**config.mk**
```make
export PLATFORM = sky130hd
export DESIGN_NAME = fma_writeback_buffer
export DESIGN_NICKNAME = d
export VERILOG_FILES = /design/src/rtl/fma_pkg.sv /design/src/rtl/fma_writeback_buffer.sv
export SDC_FILE = /design/constraint.sdc
export NUM_CORES = 1
export LEC_CHECK = 0
export CORE_ASPECT_RATIO = 1.2
export CORE_MARGIN = 1.5
export CORE_UTILIZATION = 50
export CTS_BUF_LIST = sky130_fd_sc_hd__clkbuf_8
export DETAILED_ROUTE_END_ITERATION = 16
export HOLD_SLACK_MARGIN = 0.15
export PLACE_DENSITY = 0.84
export SLEW_MARGIN = 20
export SYNTH_ARGS = -nofsm -noshare
export SYNTH_HDL_FRONTEND = slang
export SYNTH_SLANG_ARGS = --single-unit
```
**constraint.sdc**
```tcl
create_clock -name clk_in -period 7.4 [get_ports clk_in]
set_clock_uncertainty 0.15 [all_clocks]
set_input_delay 1.85 -clock clk_in [delete_from_list [all_inputs] [get_ports clk_in]]
set_output_delay 1.85 -clock clk_in [all_outputs]
set_load 0.05 [all_outputs]
```
**src/rtl/fma_pkg.sv**
```systemverilog
// Shared definitions for the FMA array: lane defaults and the writeback state type.
package fma_pkg;

    localparam int DEFAULT_WIDTH     = 16;
    localparam int DEFAULT_FMA_COUNT = 4;

    typedef enum logic [0:0] {
        COLLECT = 1'b0,
        DRAIN   = 1'b1
    } wb_state_t;

endpackage

```
**src/rtl/fma_writeback_buffer.sv**
```systemverilog
// Gathers one result per FMA lane in any order, then bursts them to memory
// lane 0 first at consecutive word addresses over a valid/ready port.
module fma_writeback_buffer
    import fma_pkg::*;
#(
    parameter int WIDTH      = DEFAULT_WIDTH,
    parameter int FMA_COUNT  = DEFAULT_FMA_COUNT,
    parameter int ADDR_WIDTH = 8
) (
    input  logic                       clk_in,
    input  logic                       rst_in,
    input  logic [FMA_COUNT*WIDTH-1:0] result_in,
    input  logic [FMA_COUNT-1:0]       result_valid_in,
    input  logic [ADDR_WIDTH-1:0]      base_addr_in,
    output logic [WIDTH-1:0]           data_out,
    output logic [ADDR_WIDTH-1:0]      addr_out,
    output logic                       valid_out,
    input  logic                       ready_in,
    output logic                       busy_out,
    output logic                       drop_out
);

    localparam int IDX_W = (FMA_COUNT > 1) ? $clog2(FMA_COUNT) : 1;
    localparam logic [IDX_W-1:0] LAST_IDX = IDX_W'(FMA_COUNT - 1);

    wb_state_t              state_q, state_d;
    logic [FMA_COUNT-1:0]   full_q, full_d;
    logic [WIDTH-1:0]       slot_q [FMA_COUNT];
    logic [WIDTH-1:0]       slot_d [FMA_COUNT];
    logic [IDX_W-1:0]       idx_q, idx_d;
    logic [WIDTH-1:0]       data_q, data_d;
    logic [ADDR_WIDTH-1:0]  addr_q, addr_d;
    logic                   valid_q, valid_d;
    logic                   drop_q, drop_d;

    always_comb begin
        state_d = state_q;
        full_d  = full_q;
        slot_d  = slot_q;
        idx_d   = idx_q;
        data_d  = data_q;
        addr_d  = addr_q;
        valid_d = valid_q;
        drop_d  = 1'b0;

        case (state_q)
            COLLECT: begin
                // First report per lane wins; repeats are discarded and flagged.
                for (int i = 0; i < FMA_COUNT; i++) begin
                    if (result_valid_in[i]) begin
                        if (full_q[i]) begin
                            drop_d = 1'b1;
                        end else begin
                            full_d[i] = 1'b1;
                            slot_d[i] = result_in[i*WIDTH +: WIDTH];
                        end
                    end
                end
                // Beat 0 is presented on the completing edge, so it must come
                // from the next-state slot in case lane 0 lands on that edge.
                if (&full_d) begin
                    state_d = DRAIN;
                    idx_d   = '0;
                    valid_d = 1'b1;
                    data_d  = slot_d[0];
                    addr_d  = base_addr_in;
                end
            end
            DRAIN: begin
                drop_d = |result_valid_in;
                if (ready_in) begin
                    if (idx_q == LAST_IDX) begin
                        state_d = COLLECT;
                        full_d  = '0;
                        valid_d = 1'b0;
                        idx_d   = '0;
                    end else begin
                        idx_d  = idx_q + IDX_W'(1);
                        data_d = slot_q[idx_d];
                        addr_d = addr_q + ADDR_WIDTH'(1);
                    end
                end
            end
            default: state_d = COLLECT;
        endcase
    end

    always_ff @(posedge clk_in or posedge rst_in) begin
        if (rst_in) begin
            state_q <= COLLECT;
            full_q  <= '0;
            idx_q   <= '0;
            data_q  <= '0;
            addr_q  <= '0;
            valid_q <= 1'b0;
            drop_q  <= 1'b0;
            for (int i = 0; i < FMA_COUNT; i++) begin
                slot_q[i] <= '0;
            end
        end else begin
            state_q <= state_d;
            full_q  <= full_d;
            idx_q   <= idx_d;
            data_q  <= data_d;
            addr_q  <= addr_d;
            valid_q <= valid_d;
            drop_q  <= drop_d;
            for (int i = 0; i < FMA_COUNT; i++) begin
                slot_q[i] <= slot_d[i];
            end
        end
    end

    assign data_out  = data_q;
    assign addr_out  = addr_q;
    assign valid_out = valid_q;
    assign busy_out  = (state_q == DRAIN);
    assign drop_out  = drop_q;

endmodule

```
==> summary.md <==
| Metric | Value |
|---|---|
| Syn_nets | `roughly 430` |
| Vias | `between 3000 and 4000` |
| Diodes inserted | `0` |
| Worst Setup EP | `slot_q[61]$_DFFE_PP0N_` |
| Remaining global-route overflow | `0` |
| Sw frac | `39.89%` |
| Cell area after layout | `slightly below 6000 µm²` |
| Nets@finish | `527` |
| Hold Slack | `0.3299 ns` |
| Vias in the first global route | `3417` |
| CTS clk-pin slew, worst paths | `0.09 ns` |
| Period utilization | `60.69%` |
| RSZ-0062 raised after global routing | `no` |
| Mapped Avg Cell Area | `about 13 µm²` |
| Via/cell ratio | `roughly 5.6` |
| Clock tree buffer depth | `2` |
| Hold Path Class | `reg2reg` |
| TritonCTS clock tree | `done` |
| Status | `completed` |
| Ys async rst share | `100.0%` |
| Antenna violations before repair | `0` |
| Die area | `a little under 10000 µm²` |
| Routed wl met3 | `289 µm` |
| Die Ht | `108.7 µm` |
| Arrival time of the worst setup path | `4.59 ns` |
| CP required | `about 7.5 ns` |
| Cell Int Power | `1605 µW` |
| Uppermost layer routed | `met4` |
| Synth-to-layout area growth | `27.25%` |
| GRT Util Overall | `22.16%` |
| DRC | `0` |
| Comb pwr share | `between 50% and 60%` |
| Fin crit period | `4.491 ns` |
| Final Hold Fails | `0` |
| Detail Route met2 WL | `5240 µm` |
| Port Buf Inserts | `105` |
| Root buffer cell | `clkbuf_8` |
| RePlAce Congestion | `between 0.7 and 0.8` |
| DRT iter0 DRCs | `133` |
| Antenna-violating nets left | `0` |
| Internal reg-to-reg setup slack | `4.52 ns` |
| CTS resizes | `0` |
| Final setup violation count | `0` |
| CP startpoint kind | `primary input` |
| Pin count of the biggest net entering global routing | `slightly above 80` |
| M1 WL | `4127 µm` |
| Dpl cell area | `5754 µm²` |
| Row count | `38` |
| Ys flop type | `dfrtp_1` |
| First-pass GRT wire length | `16900 µm` |
| Layout cells sized above 1 | `25.33%` |
| Part of the power in the clock network | `11.2%` |
| Core area | `around 9000 µm²` |
| Final Max Tran Viols | `0` |
| R2R Path End | `data_out[13]$_DFFE_PP0P_` |
| Num ports | `106` |
| Max FO, Critical Path | `17` |
| FF-to-FF Start | `busy_out$_DFF_PP0_` |
| Fmax | `222.7 MHz` |
| Post-synthesis cell area | `4652 µm²` |
| Leak | `0.002400 µW` |
| Drt pass-1 iters | `4` |
| Worst reg2reg path depth | `5` |
| Number of enable flip-flop cells after synthesis | `0` |
| Initial core utilization | `51.50%` |
| Wire length per cell | `17.44 µm` |
| Mapped Cells | `346` |
| Setup CP Type | `in2reg` |
| Crit. Startpoint | `result_valid_in[0]` |
| Post CTS Setup Buffer Count | `0` |
| Critical path endpoint category | `flip-flop` |
| Dpl hpwl | `7098 µm` |
| Sequential share of power | `38.3%` |
| CTS HTree Levels | `3` |
| Slew margin rel. | `24.13%` |
| Worst-Margin Slew | `1.133 ns` |
| Max-Cap Viols | `0` |
| Clk_lat worst skew | `0.35 ns` |
| Switching Power | `1066 µW` |
| PD cells | `about 450 nW/µm²` |
| Num CTS Buffers | `9` |
| Post-CTS Hold Buffers | `0` |
| Sequential share of the synthesized area | `52.18%` |
| Die Span X | `between 90 and 100 µm` |
| Final setup TNS | `0 ns` |
| Clock sinks | `97` |
| Yosys Warn Count | `0` |
| Yosys cell types | `39` |
| Max IR drop VDD | `roughly 0.17 mV` |
| WL final | `~9900 µm` |
| #FFs+latches synth | `97` |
worst min path at each step:
stage,from,endpoint,slack (ns),cells past startpoint
5_1_grt,data_out[7]$_DFFE_PP0P_,data_out[7]$_DFFE_PP0P_,0.37,1
3_5_place_dp,valid_out$_DFFE_PP0P_,valid_out$_DFFE_PP0P_,0.32,2
4_1_cts,valid_out$_DFFE_PP0P_,valid_out$_DFFE_PP0P_,0.34,2
3_3_place_gp,valid_out$_DFFE_PP0P_,valid_out$_DFFE_PP0P_,0.31,2
6_report,valid_out$_DFFE_PP0P_,valid_out$_DFFE_PP0P_,0.33,2
2_1_floorplan,idx_q[1]$_DFFE_PP0P_,idx_q[1]$_DFFE_PP0P_,0.32,2
cell families after synthesis:
kind of cell    after synthesis  synth area share [%]
mux                          98                 27.11
flops                        97                 52.18
simple gates                 62                 6.751
compound gates               58                 9.575
buf+inv                      29                 3.846
fa+ha+maj                     2                0.5378
cell usage after synthesis, drive strengths merged (3+ instances only):
library cell	n	area, µm²
o211ai	16	120.1
inv	7	26.28
mux4	16	360.4
o41ai	3	45.05
clkbuf	4	15.01
nor2	6	22.52
o22ai	3	18.77
mux2	64	720.7
nor3	3	20.02
nand2	34	127.6
dfrtp	97	2427
a21oi	7	42.54
mux2i	18	180.2
buf	18	137.6
nor3b	4	45.05
o21a	17	127.6
nand3	7	35.03
o21ai	4	20.02
routing by layer:
layer,up-vias,GRT usage (%)
met1,1597,27.66
met2,78,38.17
met4,0,10.83
li1,1477,-
met5,-,0
met3,21,3.068
sequential cells by signal (all words and copies together), names as in the netlist:
name,flops
addr_out,8
valid_out,1
idx_q,2
data_out,16
full_q,4
busy_out,1
drop_out,1
slot_q,64
cell usage in the layout (no fill, tap or decap), types with 10 or more instances in the layout:
cell | synthesis | final
o211ai_1 | 16 | 16
mux4_2 | 16 | 16
clkdlybuf4s50_1 | 0 | 105
clkbuf_8 | 0 | 10
o21a_1 | 17 | 17
mux2i_1 | 18 | 18
nand2_1 | 34 | 34
dfrtp_1 | 97 | 96
mux2_2 | 64 | 64
final cells by class:
type / instances / area, µm²
fill: 735 / 3114
sequential: 97 / 2429
multi-input combinational: 220 / 2051
timing repair buffer: 111 / 1100
tap: 120 / 150.1
clock buffer: 10 / 137.6
inverter: 7 / 28.78
clock inverter: 5 / 23.77
metrics by stage:
step / util (%) / power, µW / std cells / setup slack [ns]
after CTS: 65.48 / 2692 / 570 / 2.896
after global routing: 65.53 / 2862 / 570 / 2.753
after global placement: 63.70 / 2332 / 555 / 2.608
after floorplan: - / 2039 / 346 / 2.866
final: 65.53 / 2671 / 570 / 2.909
after detailed placement: 63.70 / 2397 / 555 / 2.517
power by group through the flow:
stage               sequential [µW]  clock (µW)  combinational, µW
floorplan                      1180           0                859
global placement               1010           0               1320
detailed placement             1030           0               1360
CTS                            1020         305               1370
global route                   1060         329               1470
finish                         1020         300               1350
critical path: stages:
cell	delay (ns)
clkdlybuf4s50_1	0.52
nor2b_2	0.93
nor2b_2	0.86
mux2_2	0.42
Note: power is estimated with default switching activity, not from simulation.
==> patch (same settings) <==
The parameter `ADDR_WIDTH` goes from 8 to 9.
--- a/src/rtl/fma_writeback_buffer.sv
+++ b/src/rtl/fma_writeback_buffer.sv
@@ -6,5 +6,5 @@
     parameter int WIDTH      = DEFAULT_WIDTH,
     parameter int FMA_COUNT  = DEFAULT_FMA_COUNT,
-    parameter int ADDR_WIDTH = 8
+    parameter int ADDR_WIDTH = 9
 ) (
     input  logic                       clk_in,
Interface: changed (resized addr_out and base_addr_in); port bits go from 106 to 108. The function was not compared with the original's and may differ.
==> patch against the original RTL <==
  * Wire length rose by 5.8%
  * Final cell count grew 0.70%
  * Total power grew 6.3%
  * Sequential cell count grew 1
  * Worst setup slack better by 0.099 ns
  * Register-to-register slack got worse by 0.02 ns
  * Fmax increased by 2.2%
  * Synthesized area about the same
  * Design area up 2.6%
  * Largest power group unchanged
==> patch: results (changes against the original RTL) <==
{| class="wikitable"
! Metric !! Value
|-
| Port bufs || 107 (was 105)
|-
| HP Class || flip-flop to flip-flop (unchanged)
|-
| Initial DRC Count || 154 (was 133)
|-
| Count of clock tree sinks || 98 (was 97)
|-
| Cell with the largest stage delay on the worst path || dfrtp_2 (was nor2b_2)
|-
| Post-route clock period utilization || 59.4% (was 60.7%)
|-
| Maximum level of the CTS H-tree || 3 (unchanged)
|-
| Arrival time of the worst setup path || 2.39 ns (was 4.59 ns)
|-
| Gate family responsible for the most delay along the worst path || flip-flops (was simple AND/OR/NAND/NOR gates)
|-
| Synth Net Count || 432 (was 427)
|-
| Clock Latency Late Sink || 0.36 ns
|-
| Minimum setup slack among reg-to-reg paths || 4.50 ns (was 4.52 ns)
|-
| Maximum buffer depth of the clock tree || 2 (unchanged)
|-
| Total clock buffers created by CTS || 9 (unchanged)
|-
| Number of warning messages in the yosys log || 0 (unchanged)
|-
| Number of vias per cell || 5.72 (was 5.57)
|-
| Result of the run || complete, no violations (unchanged)
|-
| Largest incremental delay on the critical path || 1.06 ns (was 0.93 ns)
|-
| Leakage power figure || 2.49 nW (was 2.40 nW)
|-
| Buffer type at the clock tree root || clkbuf_8 (unchanged)
|-
| Global routing usage summed across all routing layers || 22.5% (was 22.2%)
|-
| Share of layout cells above drive strength 1 || 24.0% (was 25.3%)
|-
| Via count of the first global-routing pass || 3465 (was 3417)
|-
| Initial antenna violation count || 0 (unchanged)
|-
| Half-perimeter wire length after detailed placement || 7.28 mm (was 7.10 mm)
|-
| Worst Setup Slack post-DPL || 2.87 ns (was 2.52 ns)
|-
| Sequential fraction of the synthesis area || 52.8% (was 52.2%)
|-
| Number of distinct library cells after synthesis || 36 (was 39)
|-
| Number of iterations in the first detailed-routing pass || 4 (unchanged)
|-
| Weighted congestion reported at the end of routability-driven placement || 0.830 (was 0.789)
|-
| Largest register by flop count || slot_q (unchanged)
|-
| Maximum vdd ir drop || 197 uV (was 165 uV)
|-
| Post-CTS setup buffer count || 0 (unchanged)
|-
| Measured slew at the worst slew-check pin || 1.05 ns (was 1.13 ns)
|-
| Number of nets in the layout || 531 (was 527)
|-
| Most frequent cells after synthesis || dfrtp_1, mux2_2, nand2_1 (unchanged)
|-
| Setup_tns || 0 ns (unchanged)
|-
| Max FFs per register || 64 (unchanged)
|-
| Top cells by area in the synthesized netlist || dfrtp_1, mux2_2, mux4_2 (unchanged)
|-
| Wire length of the first global-routing pass || 17.0 mm (was 16.9 mm)
|-
| Async SR Flop Fraction || 100% (unchanged)
|-
| Pin count of the biggest net entering global routing || 55 (was 83)
|-
| FILL cells || 677 (was 735)
|-
| Average wire per standard cell || 18.3 microns (was 17.4 microns)
|-
| Diodes inserted || 0 (unchanged)
|-
| Antenna-violating nets left || 0 (unchanged)
|-
| Max FO, Critical Path || 54 (was 17)
|-
| CTS clk-pin slew, worst paths || 0.09 ns (about the same)
|-
| PostCTS Resize Cnt || 0 (unchanged)
|}
## patch: logic make-up (layout without fill, tap and decap cells)
| family | Yosys count | in the layout | synth area share, % |
|---|---|---|---|
| mux | 100 | 100 | 27.6 |
| flops | 98 | 98 | 52.8 |
| simple gates | 63 | 63 | 6.65 |
| compound gates | 60 | 60 | 9.58 |
| buf+inv | 27 | 131 | 2.91 |
| fa+ha+maj | 2 | 2 | 0.538 |
## patch: layer usage
| layer | up-vias | wire length (microns) | GRT usage [%] |
|---|---|---|---|
| li1 | 1493 | - | - |
| met1 | 1686 | 4360 | 27.3 |
| met2 | 91 | 5630 | 40.1 |
| met3 | 13 | 350 | 3.07 |
| met4 | 0 | 165 | 10.4 |
| met5 | - | 0 | 0 |
## patch: path summary, 6_finish.rpt
path / start / end / cells after the start
max in group asynchronous: rst_in / slot_q[4] / 3
worst min-delay path: valid_out / valid_out / 2
worst max-delay path: busy_out / busy_out / 1
min in group asynchronous: rst_in / addr_out[7] / 2
worst max register to register: busy_out / data_out[5] / 6
worst min register to register: valid_out / valid_out / 2
## patch: metrics by stage
stage	instance area, sq um	utilization, %	instances	hold slack, ns
2_1_floorplan	4650	-	350	0.320
3_3_place_gp	5800	64.2	557	0.314
3_5_place_dp	5800	64.2	557	0.315
4_1_cts	6060	67.1	573	0.337
5_1_grt	6070	67.2	574	0.359
6_report	6070	67.2	574	0.340
## patch: final cells by class
class                      instances  area, sq um  area share (%)
clock buffer                       9          124            2.04
clock inverter                     7          141            2.33
inverter                           4         17.5           0.288
multi-input combinational        225         2080            34.3
sequential                        98         2450            40.4
tap                              120          150            2.47
timing repair buffer             111         1100            18.2
## patch: power by group
part           switching [mW]  internal (mW)
logic                   0.666          0.679
registers               0.248          0.806
clock network           0.182          0.258
